==> src/rtl/dc_seq_pkg.sv <==
// Shared types for the dc_seq microsequencer: FSM states, next-address select codes,
// and the return-address helper.
package dc_seq_pkg;

    localparam int unsigned AW = 10;
    localparam int unsigned MW = 9;

    typedef enum logic [1:0] {
        ST_RST   = 2'd0,
        ST_PRIME = 2'd1,
        ST_RUN   = 2'd2
    } state_e;

    typedef enum logic [2:0] {
        SEL_HOLD = 3'd0,
        SEL_TRAP = 3'd1,
        SEL_SWAP = 3'd2,
        SEL_RET  = 3'd3,
        SEL_PLA  = 3'd4,
        SEL_CALL = 3'd5,
        SEL_SEQ  = 3'd6
    } sel_e;

    // Return address keeps the AX bank bit and wraps within the 9-bit page
    function automatic logic [AW-1:0] ret_addr(input logic [AW-1:0] a);
        return {a[AW-1], a[MW-1:0] + MW'(1)};
    endfunction

endpackage

==> src/rtl/dc_seq_stk.sv <==
// Microcall return stack: entry 0 is the top; a push when full drops the oldest entry.
module dc_seq_stk
    import dc_seq_pkg::*;
#(
    parameter int unsigned DEPTH = 4
) (
    input  logic          clk,
    input  logic          rst_n,
    input  logic          push,
    input  logic          pop,
    input  logic          swap,
    input  logic [AW-1:0] din,
    output logic [AW-1:0] top,
    output logic          empty,
    output logic          full
);

    localparam int unsigned CW = $clog2(DEPTH + 1);

    logic [AW-1:0] mem_q [DEPTH];
    logic [AW-1:0] mem_d [DEPTH];
    logic [CW-1:0] cnt_q;
    logic [CW-1:0] cnt_d;

    always_comb begin
        mem_d = mem_q;
        cnt_d = cnt_q;
        if (swap) begin
            mem_d[0] = din;
        end else if (push) begin
            for (int i = int'(DEPTH) - 1; i > 0; i--) begin
                mem_d[i] = mem_q[i-1];
            end
            mem_d[0] = din;
            if (cnt_q != CW'(DEPTH)) begin
                cnt_d = cnt_q + CW'(1);
            end
        end else if (pop && (cnt_q != '0)) begin
            for (int i = 0; i < int'(DEPTH) - 1; i++) begin
                mem_d[i] = mem_q[i+1];
            end
            mem_d[DEPTH-1] = '0;
            cnt_d = cnt_q - CW'(1);
        end
    end

    always_ff @(posedge clk) begin
        if (!rst_n) begin
            cnt_q <= '0;
            for (int i = 0; i < int'(DEPTH); i++) begin
                mem_q[i] <= '0;
            end
        end else begin
            cnt_q <= cnt_d;
            mem_q <= mem_d;
        end
    end

    assign top   = mem_q[0];
    assign empty = (cnt_q == '0);
    assign full  = (cnt_q == CW'(DEPTH));

endmodule

==> src/rtl/dc_seq.sv <==
// MicROM next-address sequencer with call/return stack and decode entry.
// Trap vectoring is compiled in only when F11_SEQ_TRAP_EN is defined.
module dc_seq
    import dc_seq_pkg::*;
#(
    parameter logic [AW-1:0] RST_ADDR  = 10'h000,
    parameter logic [AW-1:0] TRAP_BASE = 10'h1F0,
    parameter int unsigned   STK_DEPTH = 4
) (
    input  logic          clk,
    input  logic          rst_n,
    input  logic          stall,
    input  logic          ax,
    input  logic [MW-1:0] ma,
    input  logic          call,
    input  logic          ret,
    input  logic          pla_vld,
    input  logic [MW-1:0] pla_addr,
    input  logic          trap_req,
    input  logic [3:0]    trap_vec,
    output logic [AW-1:0] rom_a,
    output logic          rom_cen,
    output logic          trap_ack,
    output logic          stk_err,
    output logic          run
);

    state_e        state_q, state_d;
    sel_e          sel;
    logic [AW-1:0] rom_a_q, rom_a_d;
    logic          trap_ack_q, trap_ack_d;
    logic          stk_err_q, err_set;
    logic          run_q, run_d;
    logic          push, pop, swap;
    logic [AW-1:0] stk_din, stk_top;
    logic          stk_empty, stk_full;
    logic          trap_hit;
    logic [AW-1:0] trap_addr;
    logic [AW-1:0] seq_a;

`ifdef F11_SEQ_TRAP_EN
    assign trap_hit  = trap_req;
    assign trap_addr = TRAP_BASE | AW'(trap_vec);
`else
    logic unused_trap;
    assign trap_hit    = 1'b0;
    assign trap_addr   = '0;
    assign unused_trap = ^{trap_req, trap_vec, TRAP_BASE};
`endif

    assign seq_a = {ax, ma};

    // Next state, next-address select and stack control
    always_comb begin
        state_d    = state_q;
        sel        = SEL_HOLD;
        rom_a_d    = rom_a_q;
        trap_ack_d = 1'b0;
        run_d      = 1'b0;
        err_set    = 1'b0;
        push       = 1'b0;
        pop        = 1'b0;
        swap       = 1'b0;
        stk_din    = ret_addr(rom_a_q);

        case (state_q)
            ST_RST: state_d = ST_PRIME;
            ST_PRIME: begin
                if (!stall) begin
                    state_d = ST_RUN;
                    run_d   = 1'b1;
                end
            end
            ST_RUN: begin
                if (!stall) begin
                    run_d = 1'b1;
                    if (trap_hit)          sel = SEL_TRAP;
                    else if (ret && call)  sel = SEL_SWAP;
                    else if (ret)          sel = SEL_RET;
                    else if (pla_vld)      sel = SEL_PLA;
                    else if (call)         sel = SEL_CALL;
                    else                   sel = SEL_SEQ;
                end
            end
            default: state_d = ST_RST;
        endcase

        case (sel)
            SEL_TRAP: begin
                rom_a_d    = trap_addr;
                stk_din    = seq_a;
                push       = 1'b1;
                err_set    = stk_full;
                trap_ack_d = 1'b1;
            end
            SEL_SWAP: begin
                // With nothing to return to, behave as an underflowing return that still records the call
                if (stk_empty) begin
                    rom_a_d = RST_ADDR;
                    push    = 1'b1;
                    err_set = 1'b1;
                end else begin
                    rom_a_d = stk_top;
                    swap    = 1'b1;
                end
            end
            SEL_RET: begin
                if (stk_empty) begin
                    rom_a_d = RST_ADDR;
                    err_set = 1'b1;
                end else begin
                    rom_a_d = stk_top;
                    pop     = 1'b1;
                end
            end
            SEL_PLA:  rom_a_d = {1'b0, pla_addr};
            SEL_CALL: begin
                rom_a_d = seq_a;
                push    = 1'b1;
                err_set = stk_full;
            end
            SEL_SEQ:  rom_a_d = seq_a;
            default:  ;
        endcase
    end

    always_ff @(posedge clk) begin
        if (!rst_n) begin
            state_q    <= ST_RST;
            rom_a_q    <= RST_ADDR;
            trap_ack_q <= 1'b0;
            stk_err_q  <= 1'b0;
            run_q      <= 1'b0;
        end else begin
            state_q    <= state_d;
            rom_a_q    <= rom_a_d;
            trap_ack_q <= trap_ack_d;
            stk_err_q  <= stk_err_q | err_set;
            run_q      <= run_d;
        end
    end

    dc_seq_stk #(
        .DEPTH (STK_DEPTH)
    ) u_stk (
        .clk   (clk),
        .rst_n (rst_n),
        .push  (push),
        .pop   (pop),
        .swap  (swap),
        .din   (stk_din),
        .top   (stk_top),
        .empty (stk_empty),
        .full  (stk_full)
    );

    assign rom_a    = rom_a_q;
    assign rom_cen  = (state_q != ST_RST) && !stall;
    assign trap_ack = trap_ack_q;
    assign stk_err  = stk_err_q;
    assign run      = run_q;

endmodule

==> config.mk <==
export PLATFORM = sky130hd
export DESIGN_NAME = dc_seq
export DESIGN_NICKNAME = d
export VERILOG_FILES = /design/src/rtl/dc_seq_pkg.sv /design/src/rtl/dc_seq_stk.sv /design/src/rtl/dc_seq.sv
export SDC_FILE = /design/constraint.sdc
export NUM_CORES = 1
export LEC_CHECK = 0
export ABC_AREA = 1
export BUFFER_PORTS_ARGS = -buffer_cell sky130_fd_sc_hd__buf_2
export CORE_MARGIN = 5
export CORE_UTILIZATION = 29
export CTS_BUF_LIST = sky130_fd_sc_hd__clkbuf_8
export CTS_CLUSTER_DIAMETER = 50
export DETAILED_ROUTE_END_ITERATION = 10
export PLACE_DENSITY = 0.52
export SLEW_MARGIN = 20
export SYNTH_ARGS = -nofsm -noshare
export SYNTH_HDL_FRONTEND = slang
export SYNTH_SLANG_ARGS = --single-unit
==> constraint.sdc <==
create_clock -name clk -period 1.9 [get_ports clk]
set_clock_uncertainty 0.05 [all_clocks]
set_input_delay 0.095 -clock clk [delete_from_list [all_inputs] [get_ports clk]]
set_output_delay 0.095 -clock clk [all_outputs]
set_load 0.03 [all_outputs]
After elaboration in Yosys (flattened, before gate mapping):

Cells that the tools add are included.

* add/subtract/negate cells: 3
* $mul: 0
* div/mod/pow operators: 0
* $lt $le $gt $ge: 0
* equal/unequal tests: 12
* shifts and indexed selects: 0
* muxes and demuxes: 25
* bitwise logic cells: 3
* reductions and logical operators: 19

Operators by type and width (number)
* two-way mux 40 bit: 2
* one-hot mux 10 bit (4 select lines): 1
* two-way mux 10 bit: 3
* two-way mux 3 bit: 7
* equality test 3 bit (second input constant): 4
* adder 9 x 1 -> 9 bit (second input constant): 1
* OR reduction 2 bit: 4
* equality test 3 x 2 -> 1 bit (second input constant): 2
* two-way mux 1 bit: 6
* two-way mux 2 bit: 3
* one-hot mux 2 bit (3 select lines): 1
* AND reduction 2 bit: 3
* nonzero test 3 bit: 2
* one-hot mux 1 bit (2 select lines): 2
* nonzero test 2 bit: 2
* nonzero test 4 bit: 1
* adder 3 x 1 -> 3 bit (second input constant): 1
* equality test 3 x 1 -> 1 bit (second input constant): 1
* logical AND 1 bit: 3
* zero test 3 bit: 1
* != test 3 bit (second input constant): 1
* AND reduction 3 bit: 1
* subtractor 3 x 1 -> 3 bit (second input constant): 1
* equality test 2 x 1 -> 1 bit (second input constant): 1
* 7 further kinds: 8

* bits in registers: 58
* latch bits: 0
* memory bits (writable): 0
* ROM bits: 0
* input bits: 30
* output and inout port bits: 14
* logic and storage cells: 72
* memories kept: 0

Depth between registers and ports, before layout:

* depth after elaboration: 12
* gate-level depth with buffers: 14

By module:

A second synthesis with hierarchy kept.

* cells, all modules: 485
* area total of the unflattened synthesis: 3395.8 um^2

Modules (own cells, without submodules)
* dc_seq_stk: times used 1, cells an instance 324, area each 2303.5 um^2
* dc_seq: times used 1, cells an instance 161, area each 1092.3 um^2

Worst setup path before layout:

OpenSTA, ideal clock, no wires.

* path type: flip-flop to flip-flop
* start: register state_q[0]
* end: register u_stk.cnt_q[2]
* arrival time: 1899 ps
* data required time: 1735 ps
* setup slack: -164 ps
* stages on the path, launching flop included: 15
* path buffers: 1
* period minus slack after synthesis: 2064 ps
* cell sequence: dfxtp_1 -> inv_1 -> ha_1 -> nand2_4 -> nor2_1 -> nand2_2 -> nand2_2 -> buf_2 -> fa_1 -> inv_1 -> nand2_1 -> nand2_1 -> nand3_1 -> nand2_1 -> nor2_1

* cells in the longest elaborated chain, start to end: 7
* elaborated cells between the ends (all ways): 16

Ends and longest elaborated chain
* start: declaration: RTL line dc_seq.sv:28 `state_e state_q, state_d;`
* start signal: assignment: RTL line dc_seq.sv:135 `state_q <= state_d;`
* equality test 2 bit (*): RTL line dc_seq.sv:66 `case (state_q)`
* two-way mux 3 bit (*): RTL line dc_seq.sv:66
* equality test 3 x 1 -> 1 bit (tied with other cells): RTL line dc_seq.sv:88 `case (sel)`
* OR reduction 2 bit (no line) / two-way mux 1 bit (equally long branches)
* one-hot mux 1 bit (2 select lines) / logical AND 1 bit (equally long branches): RTL line dc_seq.sv:88, dc_seq_stk.sv:38
* != test 2 x 1 -> 1 bit (no line) / nonzero test 2 bit (equally long branches)
* AND reduction 3 bit (no line)
* end signal: assignment: RTL line dc_seq_stk.sv:54 `cnt_q <= cnt_d;`
* end: declaration: RTL line dc_seq_stk.sv:22 `logic [CW-1:0] cnt_q;`

Mark *: on every way between the ends. The rest lies on a longest branch, timed or not.
A chain may end at the register's enable or synchronous reset.

Worst setup path in the final report:

Ends and elaborated chain as after synthesis.

==> out/qor.yml <==
run_status:
  outcome: "completed"
final_layout:
  multi_input_area_sq_um: 1536
  fin_nets: 475
  diodes: 0
  final_cells: 577
  drive_above_1_share: 0.1959
  syn2layout_area_growth_pct: 22.05
  ff_latch_area_sq_um: 1162
  final.fill_count: 1029
  fin_util: 0.3635
  final_area_sq_um: 3553
pwr:
  comb_power_share: 0.233
  p_leak_nw: 1.629
  switchingPower_mw: 1.087
  power.total_mw: 3.370
  peakVddDrop_uv: 346.9
  internal_power_mw: 2.283
  seq_power_share: 0.426
  cellPowerDensity_nw_per_um2: 948.5
  p_sw_frac: 0.3225
  p_clk_frac: 0.341
routing:
  drt-pass1-iter-count: 4
  drt_iter0_markers: 250
  totalWireLength_mm: 7.366
  postRouteAntennaNets: 0
  wire_per_inst_um: 12.77
  drc: 0
  via_per_inst: 4.692
  vias: 2707
synth:
  synth_ff_type: "dfxtp_1"
  muxShareOfSynthArea: 0
  synth_adder_area_share: 0.02836
  synthArstFlopShare: 0
  yosys.area_share.simple: 0.3171
  ys.warnings.count: 0
  synthTopCellsByArea: "dfxtp_1 (40%), nand2_1 (14%), nand3_1 (11%)"
  synth-seq-area-share: 0.3988
  synth_cell_type_count: 31
  synth_top_family_by_area: "simple AND/OR/NAND/NOR gates"
  synth.top_cell.area_share: 0.3988
  synth_nets: 431
  netlist_instances: 395
  yosysTopAreaCell: "dfxtp_1"
  synth-edff-count: 0
  synth-compound-area-share: 0.1581
  syn_area_per_cell_sq_um: 7.371
  netlist_area_sq_um: 2912
  synth-xor-area-share: 0.009024
  ys_ff_latch: 58
grt:
  grt_overflow_total: 0
  grt_use_total: 0.1305
  grt_max_degree: 43
  antenna_found_initial: 0
  grt_pass1_wl_mm: 12.42
  grt_pass1_vias: 2600
timing:
  final.setup.tns_ps: 0
  setup_viol: 0
  worst_slack_ps: 144.6
  fmax_mhz: 569.7
  hold_violations: 0
  slew_violations: 0
  fin_crit_ps: 1755
  tightest_slew_ps: 562.9
  fin_crit_sh: 0.9239
  relSlewSlack: 0.6243
  hold-worst-slack_ps: 16.56
  rsz0062_at_grt: "no"
worst_setup_path:
  arrival_ps: 1940
  reg2reg_slack_ps: 140
  worstSetupStartpointType: "register"
  r2r-end: "u_stk.cnt_q[2]"
  critPathCaptureType: "register"
  reg2reg_depth: 13
  crit_required_ps: 2080
  critPathMaxFanout: 4
  rr_startpoint: "state_q[0]"
  criticalPathCategory: "reg -> reg"
clock_tree:
  cts_buffer_depth: 2
  postCtsSetupRepairBufs: 0
  cts-root-buf: "clkbuf_8"
  clock_sinks: 58
  numCtsBuffers: 9
  clk_pin_slew_ps: 70
  htree_num_levels: 3
  cts_tree: "done"
  clk_latency_ps: 340
placed_design:
  place_congestion: 0.7803
  hpwl_mm: 5.075
  place_area_sq_um: 3286
  post-place-cells: 557
  io_buffers: 38
  place_ws_ps: -20.26
hold_path:
  min_path_cells: 5
  min_to: "rom_a[3]"
  worstHoldPathType: "in -> reg"
  worstHoldStart: "ma[3]"
floorplan:
  die_h_um: 110.2
  dieArea_sq_um: 12140
  rows: 36
  core_region_area_sq_um: 9774
  ios: 44
  initial_core_util: 0.2979
  die_x_um: 110.2
flow_run:
  maxCapViolations: 0
worst max-delay path, cell delays in order, from the launching register on:
cell and delay (ps):
dfxtp_2 350, inv_2 60, ha_4 170, inv_1 90
nor2_4 50, nand3_4 110, nand2_4 70, fa_2 340
inv_1 60, nand2_1 40, nand2_1 70, nand3_1 80
nand2_1 60, nor2_1 40
Yosys cell counts, types with 6 or more instances:
master    count
nand2_1     105
o211a_1      20
nand3_1      65
buf_4         6
clkbuf_1      7
a21oi_1      24
o211ai_1      6
inv_1        31
nand4_1      11
buf_2         8
dfxtp_1      58
nor2_1       14
layout by cell type (no fill, tap or decap), types with 6 or more instances in the layout:
cell / synthesis / final
nor2_1: 14 / 11
o211a_1: 20 / 20
o211ai_1: 6 / 6
a21oi_1: 24 / 24
inv_2: 5 / 6
nand3_1: 65 / 65
inv_1: 31 / 33
buf_2: 8 / 38
clkbuf_8: 0 / 11
nand2_1: 105 / 105
nand4_1: 11 / 11
buf_4: 6 / 11
dfxtp_1: 58 / 57
kinds of logic after synthesis:
kind of cell,count (synthesis)
and+or+nand+nor,205
AOI/OAI and AO/OA,63
buffers and inverters,59
DFF,58
adders and majority gates,6
xor gates and xnor gates,3
other,1
metal layers:
layer,wire length [um],up-vias,global-route usage
li1,-,1419,-
met1,3528,1234,0.1645
met2,3433,47,0.2153
met3,278,7,0.02097
met4,125,0,0.06596
met5,0,-,0
repair_timing:
action | in CTS | in global routing
gates resized for setup | 1 | 7
pin swaps | 0 | 1
endpoints found under the hold margin | 4 | 0
endpoints found under the setup margin | 1 | 12
hold buffers | 4 | 0
power groups by stage:
stage | registers [mW] | clock network [mW] | logic, mW
final | 1.43 | 1.15 | 0.785
after global routing | 1.45 | 1.24 | 0.881
after CTS | 1.43 | 1.19 | 0.783
after detailed placement | 1.46 | 0 | 0.770
after global placement | 1.45 | 0 | 0.756
after floorplan | 1.51 | 0 | 0.493
flip-flops by register name, indices dropped and copies added (netlist names):
signal	count
stk_err	1
u_stk.cnt_q	3
u_stk.mem_q	30
u_stk.top	10
run	1
rom_a	10
state_q	2
trap_ack	1
area by class of cell:
class | count | area share
multi-input combinational | 278 | 0.4324
sequential | 58 | 0.3271
timing repair buffer | 56 | 0.1000
tap | 133 | 0.04683
clock buffer | 11 | 0.04261
inverter | 36 | 0.03803
clock inverter | 5 | 0.01303
worst max path at each step:
stage                           from              to  slack [ps]  cells after the start
final                     state_q[0]  u_stk.cnt_q[2]         140                     13
after detailed placement  state_q[0]  u_stk.cnt_q[2]         -20                     12
after global routing      state_q[0]  u_stk.cnt_q[2]           4                     13
after global placement    state_q[0]  u_stk.cnt_q[2]          20                     12
after CTS                 state_q[0]  u_stk.cnt_q[2]          70                     12
after floorplan           state_q[0]  u_stk.cnt_q[2]          20                     12
Power figures use the tool's default switching activity.
